### config.mk
export PLATFORM = sky130hd
export DESIGN_NAME = mul_ctrl
export DESIGN_NICKNAME = d
export VERILOG_FILES = /design/src/rtl/mul_ctrl.sv
export SDC_FILE = /design/constraint.sdc
export NUM_CORES = 1
export LEC_CHECK = 0
export ABC_AREA = 1
export CAP_MARGIN = 10
export CORE_AREA = 2 2 39 41
export CTS_BUF_LIST = sky130_fd_sc_hd__clkbuf_2
export DETAILED_ROUTE_END_ITERATION = 6
export DIE_AREA = 0 0 41 43
export GPL_ROUTABILITY_DRIVEN = 0
export PLACE_DENSITY = 0.44
export REMOVE_ABC_BUFFERS = 1
export SKIP_LAST_GASP = 1
export SYNTH_ARGS = -nofsm -noshare
export SYNTH_HDL_FRONTEND = slang
export SYNTH_SLANG_ARGS = --single-unit
### constraint.sdc
create_clock -name clk -period 2.35 [get_ports clk]
set_input_delay 0.47 -clock clk [delete_from_list [all_inputs] [get_ports clk]]
set_output_delay 0.47 -clock clk [all_outputs]
set_load 0.05 [all_outputs]
### src/rtl/mul_ctrl.sv
// rtl/mul_ctrl.sv - sequencer for an add-and-count multiplier (A, B down-counter, P accumulator)
// Optional feature macro: MUL_CTRL_CYCLE_CNT_EN adds the acc_cycles output and counter.
module mul_ctrl (
   input  logic        clk,
   input  logic        rst,
   input  logic        start,
   input  logic        eqz,
   output logic        ldA,
   output logic        ldB,
   output logic        clrP,
   output logic        ldP,
   output logic        decB,
   output logic        busy,
`ifdef MUL_CTRL_CYCLE_CNT_EN
   output logic        done,
   output logic [15:0] acc_cycles
`else
   output logic        done
`endif
);

   typedef enum logic [2:0] {
      IDLE = 3'd0,
      LDA  = 3'd1,
      LDB  = 3'd2,
      ACC  = 3'd3,
      DONE = 3'd4
   } state_t;

   state_t state;
   state_t state_next;

   // State register; reset wins over every other input.
   always_ff @(posedge clk) begin
      if (rst) begin
         state <= IDLE;
      end else begin
         state <= state_next;
      end
   end

   // Next-state and output decode; ACC decodes eqz combinationally so the
   // final accumulate is never issued against an already-zero B.
   always_comb begin
      state_next = state;
      ldA        = 1'b0;
      ldB        = 1'b0;
      clrP       = 1'b0;
      ldP        = 1'b0;
      decB       = 1'b0;
      busy       = 1'b1;
      done       = 1'b0;
      case (state)
         IDLE: begin
            busy = 1'b0;
            if (start) begin
               state_next = LDA;
            end
         end
         LDA: begin
            ldA        = 1'b1;
            state_next = LDB;
         end
         LDB: begin
            ldB        = 1'b1;
            clrP       = 1'b1;
            state_next = ACC;
         end
         ACC: begin
            if (eqz) begin
               state_next = DONE;
            end else begin
               ldP  = 1'b1;
               decB = 1'b1;
            end
         end
         DONE: begin
            done       = 1'b1;
            state_next = IDLE;
         end
         default: begin
            busy       = 1'b0;
            state_next = IDLE;
         end
      endcase
   end

`ifdef MUL_CTRL_CYCLE_CNT_EN
   logic [15:0] cnt;

   // Counts accumulate cycles of the current operation; held after done until the next LDB.
   always_ff @(posedge clk) begin
      if (rst) begin
         cnt <= 16'd0;
      end else if (state == LDB) begin
         cnt <= 16'd0;
      end else if (state == ACC && !eqz) begin
         cnt <= cnt + 16'd1;
      end
   end

   assign acc_cycles = cnt;
`endif

endmodule

==> out/results.tsv <==
stage	metric	value	unit
outcome	status	completed	
die	Die X-Extent	41	µm
sta	final setup violating endpoints	0	
drt	Routed Antenna Nets	0	
sta	RSZ-0062 raised after global routing	false	
layout	Filler cells	153	
drt	Routed WL per cell	7.00	µm
power_and_ir_drop	register share of total power	0.270	
synth	Avg Inst Size Synth	6.93	µm²
layout	Layout Nets	45	
drt	WL final	392	µm
synth	count leader, synth	inv_1	
layout	largest registers	state: 3 flops	
synth	Syn Inst Count	28	
die	I/O pin total	11	
setup_path	cells along the critical path	nor2_2 -> nand2_1 -> nand4_1 -> clkdlybuf4s50_1	
sta	worst-margin pin slew	0.495	ns
cts	# clock sinks	3	
layout	area grow syn2layout	74.8	%
flow_run	Max-Cap Viols	0	
cts	clock-pin slew on the worst setup and hold paths	0.04	ns
drt	M1 WL	168	µm
power_and_ir_drop	combinational power share	0.431	
placement	# port buffers	10	
synth	Netlist cell types	13	
synth	Commonest cells post-synth	inv_1, dfxtp_1, nand2_1, nand3_1, nor2_1	
die	die footprint	1760	µm²
placement	DP HPWL	345	µm
synth	number of enable flip-flop cells after synthesis	0	
cts	CTS tree	done	
setup_path	Critical Path Source Type	flop	
cts	clk root buf	clkbuf_2	
die	Rows	14	
die	Initial Util	0.140	
drt	met3 WL	45	µm
power_and_ir_drop	Int Power	0.137	mW
setup_path	kind of critical path	reg2out	
power_and_ir_drop	Max IR drop VDD	0.000171	V
drt	# DRC	0	
sta	fmax	459	MHz
sta	count of pins over their slew limit	0	
setup_path	Critical Path AT	1.71	ns
synth	Synth Cell Area	194	µm²
cts	CTS Buffer Depth	2	
synth	register bit total from synthesis	3	
global_routing	GRT overflow	0	
setup_path	Critical Path RT	1.88	ns
synth	asr flop ratio synth	0	
power_and_ir_drop	Psw	0.0960	mW
synth	top post-synthesis cells by area	dfxtp_1, inv_1, nor3_4	
global_routing	first-pass GRT wire length	621	µm
global_routing	initial antenna violation count	0	
layout	Antenna Cells	0	
cts	number of hold buffers added after CTS	0	
synth	Ys Warns	0	
die	core area	1380	µm²
synth	sequential share of the synthesized area	0.310	
synth	Synth top area share	0.310	
power_and_ir_drop	Clk pwr share	0.299	
sta	final hold viol count	0	
layout	Top reg by flops	state	
global_routing	GRT Resource Usage Total	0.0612	
layout	max reg flops	3	
power_and_ir_drop	LEAKAGE	0.158	nW
sta	post-layout min period	2.18	ns
global_routing	vias in the first global route	176	
die	die height	43	µm
layout	share of layout cells above drive strength 1	0.225	
setup_path	Crit path largest cell delay	0.80	ns
cts	setup repair bufs after CTS	0	
placement	Post-DP Area	319	µm²
layout	Final Cell Area	339	µm²
power_and_ir_drop	Sw Ratio	0.411	
cts	H-tree depth	1	
global_routing	pin count of the biggest net entering global routing	6	
sta	Setup Total Neg Slack	0	ns
cts	number of buffers created by CTS	3	
drt	Vias	195	
synth	ys flop type	dfxtp_1	
setup_path	Max stage delay cell, worst path	clkdlybuf4s50_1	
cts	PostCTS Resize Cnt	0	
worst_hold_path	worst min path class	reg2reg	
sta	period utilization	0.928	
cts	clock latency on the worst-skew pair	0.20	ns
synth	post-synth top area cell	dfxtp_1	
drt	via/cell ratio	3.48	
setup_path	critical path fanouts, max	5	
sta	Final Skew	0.000250	ns
drt	met2 WL	177	µm
setup_path	Setup crit end kind	output port	
drt	DR pass1 iterations	1	
power_and_ir_drop	Pwr Density	688	nW/µm²
drt	top routing layer in use	met3	
sta	Max-slew headroom	0.669	
drt	initial detailed-routing violation count	0	
## power by group through the flow
stage | logic, mW | registers (mW) | clock network (mW)
floorplan | 0.0668 | 0.0624 | 0
global placement | 0.102 | 0.0641 | 0
detailed placement | 0.101 | 0.0639 | 0
CTS | 0.102 | 0.0630 | 0.0755
global route | 0.107 | 0.0637 | 0.0789
finish | 0.101 | 0.0629 | 0.0698
## final timing paths
kind	startpoint	endpoint	cells past startpoint	slack, ns
setup reg to reg	state[0]	state[1]	4	1.37
setup / recovery	state[0]	busy	4	0.17
hold reg to reg	state[1]	state[2]	2	0.59
hold / removal	state[1]	state[2]	2	0.59
## cell type report
cell class / count / area (µm²) / share of cell area
clock buffers: 4 / 20.0 / 0.0590
flip-flops and latches: 3 / 60.1 / 0.177
well taps: 16 / 20.0 / 0.0590
repair buffers: 10 / 120 / 0.354
multi-input cells: 16 / 92.6 / 0.273
inverters: 7 / 26.3 / 0.0775
## metal layers
metal,GRT usage,vias to the layer above
met5,0,-
met4,0.0800,0
met3,0.0471,0
met2,0.0656,8
met1,0.0611,78
li1,-,109
## cell usage in the layout, fill, tap and decap left out, drive strengths merged
cell and n:
a21oi 1, buf 2, clkbuf 4, clkdlybuf4s50 8
dfxtp 3, inv 7, nand2 4, nand3 3
nand4 1, nor2 4, nor3 1, nor3b 1
o21bai 1
## per-stage QoR
step / instances / power, mW / setup slack, ns / utilization / hold WS, ns
final: 56 / 0.233 / 0.170 / 0.245 / 0.588
after global placement: 52 / 0.166 / 0.375 / 0.231 / 0.606
after detailed placement: 52 / 0.165 / 0.376 / 0.231 / 0.584
after floorplan: 26 / 0.129 / 0.616 / - / 0.538
after CTS: 56 / 0.240 / 0.140 / 0.245 / 0.592
after global routing: 56 / 0.250 / 0.0622 / 0.245 / 0.629
## critical path: cells and delay by family, from the launching register on
kind | cells | cell delay [ns]
buffers and inverters | 1 | 0.80
flip-flops | 1 | 0.35
AND/OR/NAND/NOR | 3 | 0.35
## cell families (layout without fill, tap and decap cells)
kind of cell / count (synthesis) / in the layout / synth area share
buffers and inverters: 9 / 21 / 0.213
AND/OR/NAND/NOR: 14 / 14 / 0.413
flip-flops: 3 / 3 / 0.310
AO/OA/AOI/OAI: 2 / 2 / 0.0645
Note: power is estimated with default switching activity, not from simulation.
